$ cat config.mk
export PLATFORM = sky130hd
export DESIGN_NAME = ped_request_unit
export DESIGN_NICKNAME = d
export VERILOG_FILES = /design/src/rtl/ped_request_unit.sv
export SDC_FILE = /design/constraint.sdc
export NUM_CORES = 1
export LEC_CHECK = 0
export ABC_CLOCK_PERIOD_IN_PS = 1000
export CAP_MARGIN = 0
export CORE_MARGIN = 8
export CORE_UTILIZATION = 30
export CTS_CLUSTER_SIZE = 14
export DETAILED_ROUTE_END_ITERATION = 12
export GPL_ROUTABILITY_DRIVEN = 0
export PLACE_DENSITY = 0.54
export SKIP_CTS_REPAIR_TIMING = 1
export SLEW_MARGIN = 5
export SYNTH_ARGS = -nofsm -noshare
export SYNTH_HDL_FRONTEND = slang
export SYNTH_SLANG_ARGS = --single-unit
$ cat constraint.sdc
create_clock -name clk_out -period 1 [get_ports clk_out]
set_input_delay 0.1 -clock clk_out [delete_from_list [all_inputs] [get_ports clk_out]]
set_output_delay 0.1 -clock clk_out [all_outputs]
set_load 0.02 [all_outputs]
$ cat src/rtl/ped_request_unit.sv
// Pedestrian push-button front end: synchronise and debounce btn_raw, turn a press into a
// request held until ped_ack, then block new requests for a fixed lockout period.
module ped_request_unit #(
  parameter int unsigned DEBOUNCE_CYCLES = 4,
  parameter int unsigned LOCKOUT_CYCLES  = 30,
  parameter int unsigned BLINK_HALF      = 2
) (
  input  logic clk_out,
  input  logic reset,
  input  logic btn_raw,
  input  logic ped_ack,
  output logic ped_req,
  output logic wait_lamp,
  output logic btn_clean,
  output logic lockout
);

  localparam int unsigned DW = $clog2(DEBOUNCE_CYCLES + 1);
  localparam int unsigned LW = $clog2(LOCKOUT_CYCLES + 1);
  localparam int unsigned BW = $clog2(BLINK_HALF + 1);
  localparam logic [DW-1:0] DB_LAST    = DW'(DEBOUNCE_CYCLES - 1);
  localparam logic [LW-1:0] LOCK_LAST  = LW'(LOCKOUT_CYCLES - 1);
  localparam logic [BW-1:0] BLINK_LAST = BW'(BLINK_HALF - 1);

  typedef enum logic [1:0] {
    IDLE    = 2'd0,
    REQ     = 2'd1,
    LOCKOUT = 2'd2
  } state_t;

  logic          sync1, sync2;
  logic [DW-1:0] db_cnt;
  logic          clean_d;
  logic          press;

  state_t        state, state_n;
  logic [LW-1:0] lock_cnt, lock_cnt_n;
  logic [BW-1:0] blink_cnt, blink_cnt_n;
  logic          lamp_n;

  // Synchroniser and debounce: btn_clean only follows the synchronised level after
  // DEBOUNCE_CYCLES consecutive mismatching samples.
  always_ff @(posedge clk_out or posedge reset) begin
    if (reset) begin
      sync1     <= 1'b0;
      sync2     <= 1'b0;
      db_cnt    <= '0;
      btn_clean <= 1'b0;
      clean_d   <= 1'b0;
    end else begin
      sync1   <= btn_raw;
      sync2   <= sync1;
      clean_d <= btn_clean;
      if (sync2 == btn_clean) begin
        db_cnt <= '0;
      end else if (db_cnt == DB_LAST) begin
        btn_clean <= sync2;
        db_cnt    <= '0;
      end else begin
        db_cnt <= db_cnt + 1'b1;
      end
    end
  end

  assign press = btn_clean & ~clean_d;

  always_ff @(posedge clk_out or posedge reset) begin
    if (reset) begin
      state     <= IDLE;
      lock_cnt  <= '0;
      blink_cnt <= '0;
      wait_lamp <= 1'b0;
    end else begin
      state     <= state_n;
      lock_cnt  <= lock_cnt_n;
      blink_cnt <= blink_cnt_n;
      wait_lamp <= lamp_n;
    end
  end

  always_comb begin
    state_n     = state;
    lock_cnt_n  = lock_cnt;
    blink_cnt_n = blink_cnt;
    lamp_n      = 1'b0;
    case (state)
      IDLE: begin
        if (press) begin
          state_n     = REQ;
          blink_cnt_n = '0;
          lamp_n      = 1'b1;
        end
      end
      REQ: begin
        if (ped_ack) begin
          state_n    = LOCKOUT;
          lock_cnt_n = '0;
        end else if (blink_cnt == BLINK_LAST) begin
          blink_cnt_n = '0;
          lamp_n      = ~wait_lamp;
        end else begin
          blink_cnt_n = blink_cnt + 1'b1;
          lamp_n      = wait_lamp;
        end
      end
      LOCKOUT: begin
        if (lock_cnt == LOCK_LAST) begin
          state_n    = IDLE;
          lock_cnt_n = '0;
        end else begin
          lock_cnt_n = lock_cnt + 1'b1;
        end
      end
      default: state_n = IDLE;
    endcase
  end

  assign ped_req = (state == REQ);
  assign lockout = (state == LOCKOUT);

endmodule

Word-level counts from Yosys, hierarchy flattened:

Cells that the tools add are included.

* reduce and logical (&&, ||, !) cells: 7
* $add $sub $neg: 3
* multiplexer cells: 17
* equality and inequality tests: 11
* bitwise operators: 4

Operators by type and width (count)
* $mux W2: 6
* $mux W5: 2
* $pmux W5 S2: 1
* $mux W3: 2
* $ne A2 B2 Y1 const B: 3
* $pmux W2 S3: 1
* $reduce_and A3 Y1: 2
* $add A5 B1 Y5 const B: 1
* $eq A5 B5 Y1 const B: 1
* $eq A2 B1 Y1 const B: 2
* $pmux W2 S2: 1
* $reduce_and A2 Y1: 2
* $reduce_bool A2 Y1: 2
* $add A3 B1 Y3 const B: 1
* $eq A3 B2 Y1 const B: 1
* $mux W1: 3
* $ne A3 B2 Y1 const B: 1
* $not A1 Y1: 3
* $add A2 B1 Y2 const B: 1
* $eq A2 B2 Y1 const B: 1
* $logic_not A2 Y1: 1
* $ne A2 B1 Y1 const B: 1
* $pmux W1 S2: 1
* $and A1 B1 Y1: 1
* $eq A1 B1 Y1: 1

* word-level logic and storage cells: 51
* bits in registers: 17
* input port bits: 4

Depth between registers and ports, before layout:

Gate-level depths: netlist of the first run.

* depth in word-level cells: 4
* mapped depth: 5
* depth with buffers taken out: 5

Least setup slack after synthesis of the first run:

No wires, ideal clock.

* path kind: flip-flop to flip-flop
* start point: register state[1]
* end point: register lock_cnt[4]
* period minus slack after synthesis: 1.275 ns
* setup slack: -0.275 ns
* stages on the path, launching flop included: 5
* setup time: 0.124 ns
* arrival time: 1.151 ns
* cells stage by stage: dfrtp_1 -> buf_4 -> nor2b_2 -> a21oi_2 -> a211o_1

* longest elaborated chain between the ends: 3

Ends and longest elaborated chain
* start: declaration: line 36 `state_t state, state_n;`
* start signal: assignment: line 74 `state <= state_n;`
* $eq A2 B1 Y1 *
* net ped_req: line 12 `output logic ped_req,`
* $ne A2 B2 Y1 (no source line) / $reduce_bool A2 Y1 (equally long branches)
* $reduce_and A2 Y1 (no source line)
* end signal: assignment: line 75 `lock_cnt <= lock_cnt_n;`
* end: declaration: line 37 `logic [LW-1:0] lock_cnt, lock_cnt_n;`

The timed path passes the listed nets; every way through them passes the cells marked *.
A chain may end at the register's enable or synchronous reset.

Worst setup path after layout of the first run:

* start point: register state[0]
* end point: register blink_cnt[1]

* longest elaborated chain between the ends: 3

Ends and longest elaborated chain
* $eq A2 B1 Y1 / $logic_not A2 Y1 (equally long branches): line 86 `case (state)`
* $ne A2 B2 Y1 (no source line) / $reduce_bool A2 Y1 (equally long branches)
* $reduce_and A3 Y1 (no source line)
* end signal: assignment: line 76 `blink_cnt <= blink_cnt_n;`
* end: declaration: line 38 `logic [BW-1:0] blink_cnt, blink_cnt_n;`

Several ways; a longest one is shown, not always the timed one.

==> results.txt, run 1 <==
Status - finished with violations
Failing checks - setup timing
Critical Path RT - 1.20 ns
Clock tree root driver cell - clkbuf_4
Placed cell area - 1050 µm²
Worst-Margin Slew - 0.217 ns
Drt pass-1 iters - 4
Filler cells - 238
Worst Reg2Reg Path Length in Cells - 4
Slew Viols, Final - 0
Number of DRC markers in iteration 0 - 18
Final setup fails - 16
GR Util All Layers - 7.76%
Skew final - 0.00847 ns
Register area share after synthesis - 54.0%
Critical R2R Capture - blink_cnt[1]
R2R Setup Slk - -0.25 ns
Hold Path Class - input pin to async pin
Initial Util - 31.8%
Post-Syn Instances - 67
CTS HTree Levels - 1
Synthesized cell area - 788 µm²
Worst EP arrival - 1.45 ns
DR vias/cell - 4.66
Global route overflow - 0
Number of routed nets with antenna violations - 0
Register bit total from synthesis - 17
Clock transition at path regs - 0.11 ns
Detailed placer's ending HPWL - 1110 µm
Cell family with most CP delay - simple AND/OR/NAND/NOR gates
Slowest-stage cell, CP - dfrtp_1
Vias after detailed routing - 611
Core Area - 2480 µm²
Worst skew pair latency - 0.30 ns
# IOs - 8
Die X - 67.3 µm
RSZ-0062 raised after global routing - true
Share of cells above drive strength 1 - 57.4%
Tmin final - 1.25 ns
CTS Buffer Depth - 2
Cell variety after synth - 33
Vias in the first global route - 556
First-pass GRT wire length - 2570 µm
Final Util - 50.1%
Synth top area share - 54.0%
Layout net count - 109
Routed wire length - 1650 µm
Initial antenna violation count - 0
Area leader, netlist - dfrtp_1
Critical-path maximum fanout - 4
FP Rows - 18
Critical path class - register to register
Fin cells - 131
Worst Setup Start Kind - register
Crit-path cells - buf_6 > or3b_4 > a21oi_2 > nor2b_1
N_diodes - 0
Clock sinks - 17
Final Cycle Share - 125%
Main area contributors after synthesis - dfrtp_1, ha_1, nor2b_1, o2bb2ai_1, xnor2_1
Crit-path max cell delay - 0.43 ns
Largest net degree at the start of global routing - 18
I/O Buffers - 7
Number of remaining DRC errors - 0
Yosys warns - 0
Power Total - 3.46 mW
Die H - 67.3 µm
Final Hold Vio Count - 0
Worst r2r src - state[0]
WHS - 0.0876 ns
Worst slew margin - 85.5%
Mapped Nets - 74
Design Area, Final - 1240 µm²
Pre-CTS WS - -0.299 ns
Area growth from synthesis to final layout - 57.3%
Peak Freq - 800 MHz
PD cells - 2790 nW/µm²
Die ar. - 4520 µm²
Wire per inst - 12.6 µm
CP Capture Type - register
Leakage - 0.560 nW
Number of max-cap violations - 0
Worst IR drop on VDD - 0.00125 V
CP Buf/Inv Count - 1
Setup TNS - -2.24 ns
Final setup margin - -0.249 ns
Dominant synthesized flop cell - dfrtp_1
Ys async rst share - 100%
CTS tree - built
Avg Cell Area, Syn - 11.8 µm²
Placed cell count - 121
EDFF count, synth - 0
CTS buffer count - 3
synthesized netlist by cell type (all sizes together) (2+ instances only):
cell type	count
nor2b	5
nor3b	2
ha	3
nand3b	2
nor3	3
o21ai	2
o2bb2ai	2
a21oi	3
nand3	3
xnor2	2
nand2b	3
nand2	2
inv	3
dfrtp	17
worst max path at each step:
stage | from | end | slack (ns) | cells after the start
after global placement | state[0] | lockout | -0.28 | 3
final | state[0] | blink_cnt[1] | -0.25 | 4
after detailed placement | state[0] | lockout | -0.30 | 3
after CTS | state[0] | lockout | -0.64 | 3
after floorplan | state[0] | lock_cnt[4] | -0.14 | 4
after global routing | state[1] | lock_cnt[2] | -0.31 | 4
worst min-delay path: stages:
cell,delay (ns)
clkdlybuf4s50_1,0.40
inv_1,0.05
buf_4,0.23
cell families after synthesis:
kind of cell             Yosys count  share of synthesized area (%)
AO/OA/AOI/OAI                     14                           12.5
multiplexers                       1                           1.43
AND/OR/NAND/NOR                   25                           21.3
adder cells (fa/ha/maj)            3                           4.76
buffers and inverters              4                           2.70
flip-flops                        17                           54.0
XOR/XNOR                           3                           3.33
area by class of cell:
class                   instances  area (µm²)  share of cell area [%]
clock inverters                 1        7.51                   0.605
multi-input cells              46         453                    36.5
flip-flops and latches         17         430                    34.7
inverters                       3        13.8                    1.11
repair buffers                 31         275                    22.2
clock buffers                   3        22.5                    1.82
well taps                      30        37.5                    3.03
power by group:
group | internal [mW] | switching, mW
Clock | 0.152 | 0.246
Sequential | 0.921 | 0.247
Combinational | 1.13 | 0.756
Total | 2.21 | 1.25
per-layer routing:
metal	GRT usage, %	vias to the layer above	wire length (µm)
met2	11.8	11	813
met5	0	-	0
met4	3.13	0	12
met1	9.06	290	751
li1	-	308	-
met3	3.97	2	69
placed cells by master, fill, tap and decap left out, drive strengths merged, types with 2 or more instances in the layout:
cell and n:
ha 3, clkbuf 4, clkdlybuf4s50 3, nor3 3, nand2b 3, a21oi 3, nand3 3, buf 27
o2bb2ai 2, dfrtp 17, nand2 2, inv 3, xnor2 2, nand3b 2, nor3b 2, o21ai 2
nor2b 5
sequential cells by signal, summed over array words and instances (netlist names):
signal and flops:
blink_cnt 2, sync1 1, sync2 1, state 2, btn_clean 1, db_cnt 3
wait_lamp 1, lock_cnt 5, clean_d 1
No activity file was read; power rests on OpenSTA's default activity.
==> run 2: changes to the inputs <==
--- a/config.mk
+++ b/config.mk
@@ -7,7 +7,7 @@
 export LEC_CHECK = 0
 export ABC_CLOCK_PERIOD_IN_PS = 1000
 export CAP_MARGIN = 0
-export CORE_MARGIN = 8
+export CORE_ASPECT_RATIO = 1.75
 export CORE_UTILIZATION = 30
 export CTS_CLUSTER_SIZE = 14
 export DETAILED_ROUTE_END_ITERATION = 12
==> run 2 against run 1 <==
Net effect: clock skew down 0.0055 ns; setup slack better by 0.018 ns; die area down 37%; largest power group unchanged; clock power up 27%; critical endpoint is now lock_cnt[4]; largest cell class unchanged; the run still ends with setup timing left; clock-buffer cell count up 1; combinational power down 7%.
==> results.txt, run 2 (same netlist as run 1, synthesis figures left out) <==
Critical Path RT - 1.13 ns (was 1.20 ns)
Die ar. - 2840 µm² (was 4520 µm²)
Comb pwr share - 51.4% (was 54.7%)
Vias after detailed routing - 604 (was 611)
Wire per inst - 13.4 µm (was 12.6 µm)
Drt pass-1 iters - 3 (was 4)
Biggest regs - lock_cnt (5), db_cnt (3) (unchanged)
WHS - 0.160 ns (was 0.0876 ns)
RSZ-0062 raised after global routing - true (unchanged)
Initial Util - 31.6% (was 31.8%)
# IOs - 8 (unchanged)
Leakage - 0.559 nW (was 0.560 nW)
Final setup margin - -0.232 ns (was -0.249 ns)
Failing checks - setup timing (unchanged)
Net Sw Frac - 34.5% (was 36.1%)
Filler cells - 241 (was 238)
Largest register FFs - 5 (unchanged)
Clock tree root driver cell - clkbuf_8 (was clkbuf_4)
Number of max-cap violations - 0 (unchanged)
CP Capture Type - register (unchanged)
Placed cell count - 115 (was 121)
Share of cells above drive strength 1 - 51.0% (was 57.4%)
Power Total - 3.42 mW (was 3.46 mW)
Vias in the first global route - 645 (was 556)
Worst Setup Start Kind - register (unchanged)
Final Hold Vio Count - 0 (unchanged)
Design Area, Final - 1200 µm² (was 1240 µm²)
Final setup fails - 16 (unchanged)
CTS tree - built (unchanged)
Core Area - 2490 µm² (was 2480 µm²)
Critical-path maximum fanout - 4 (unchanged)
Worst IR drop on VDD - 0.00116 V (was 0.00125 V)
Global route overflow - 0 (unchanged)
Sw Pwr - 1.18 mW (was 1.25 mW)
Placed cell area - 1030 µm² (was 1050 µm²)
Status - finished with violations (unchanged)
Layout net count - 104 (was 109)
CTS buffer count - 3 (unchanged)
Clock transition at path regs - 0.07 ns (was 0.11 ns)
Worst skew pair latency - 0.25 ns (was 0.30 ns)
Number of DRC markers in iteration 0 - 5 (was 18)
Peak Freq - 812 MHz (was 800 MHz)
Routed wire length - 1630 µm (was 1650 µm)
Slew Viols, Final - 0 (unchanged)
Fin cells - 122 (was 131)
Clk pwr share - 14.8% (was 11.5%)
First-pass GRT wire length - 2540 µm (was 2570 µm)
PD cells - 2840 nW/µm² (was 2790 nW/µm²)
Die X - 40.8 µm (was 67.3 µm)
Detailed placer's ending HPWL - 1110 µm (about the same)
GR Util All Layers - 12.6% (was 7.76%)
Largest Register - lock_cnt (unchanged)
Area growth from synthesis to final layout - 52.7% (was 57.3%)
Clock sinks - 17 (unchanged)
Most frequent cells in the layout - dfrtp_1, buf_6, buf_4 (was buf_4, dfrtp_1, buf_6)
Worst EP arrival - 1.36 ns (was 1.45 ns)
N_diodes - 0 (unchanged)
Seq pwr share - 33.8% (about the same)
Worst slew margin - 84.8% (was 85.5%)
CTS Buffer Depth - 2 (unchanged)
Tmin final - 1.23 ns (was 1.25 ns)
Number of routed nets with antenna violations - 0 (unchanged)
Critical path class - register to register (unchanged)
Initial antenna violation count - 0 (unchanged)
Skew final - 0.00292 ns (was 0.00847 ns)
Final Cycle Share - 123% (was 125%)
Number of remaining DRC errors - 0 (unchanged)
I/O Buffers - 7 (unchanged)
Commonest non-fill, non-tap cell in the layout - dfrtp_1 (was buf_4)
Hold Path Class - input pin to async pin (unchanged)
Internal - 2.24 mW (was 2.21 mW)
FP Rows - 24 (was 18)
Die H - 69.8 µm (was 67.3 µm)
Largest net degree at the start of global routing - 18 (unchanged)
Worst-Margin Slew - 0.228 ns (was 0.217 ns)
CTS HTree Levels - 1 (unchanged)
DR vias/cell - 4.95 (was 4.66)
run 2: layer usage:
layer	vias to the layer above	global-route usage (%)	share of wire, %
li1	298	-	-
met1	299	14.9	42
met2	5	20.6	56
met3	2	1.92	1.4
met4	0	5.56	1.0
met5	-	0	0
run 2: power by group through the flow:
| stage | Sequential (mW) | Clock (mW) | Combinational, mW |
|---|---|---|---|
| floorplan | 1.15 | 0 | 0.740 |
| global placement | 1.12 | 0 | 1.32 |
| detailed placement | 1.13 | 0 | 1.34 |
| CTS | 1.12 | 0.526 | 1.35 |
| global route | 1.18 | 0.554 | 1.90 |
| finish | 1.16 | 0.506 | 1.76 |
run 2: through the flow:
step           setup slack (ns)  TNS, ns  utilization, %
5_1_grt                  -0.280    -2.50            48.3
6_report                 -0.232    -1.81            48.3
3_3_place_gp             -0.288    -2.81            41.2
2_1_floorplan            -0.142   -0.527               -
3_5_place_dp             -0.310    -2.98            41.2
4_1_cts                  -0.583    -3.81            43.0
run 2: cell type report:
| class | instances | area (µm²) | share of cell area [%] |
|---|---|---|---|
| inverters | 3 | 13.8 | 1.14 |
| repair buffers | 26 | 249 | 20.7 |
| flip-flops and latches | 17 | 429 | 35.7 |
| well taps | 26 | 32.5 | 2.70 |
| multi-input cells | 46 | 434 | 36.1 |
| clock buffers | 4 | 45.0 | 3.74 |
run 2: final timing paths:
path	from	endpoint	slack (ns)	cells after the start
max in group asynchronous	reset	state[1]	0.64	3
min in group clk_out	btn_raw	sync1	0.29	1
hold reg to reg	sync1	sync2	0.35	0
hold / removal	reset	sync1	0.16	3
setup reg to reg	lock_cnt[0]	lock_cnt[4]	-0.23	4
setup / recovery	lock_cnt[0]	lock_cnt[4]	-0.23	4
run 2: critical path: stages, from the launching register on:
cell and delay, ns:
dfrtp_1 0.41, ha_2 0.23, o211ai_1 0.10, and3_1 0.15, a211o_1 0.22
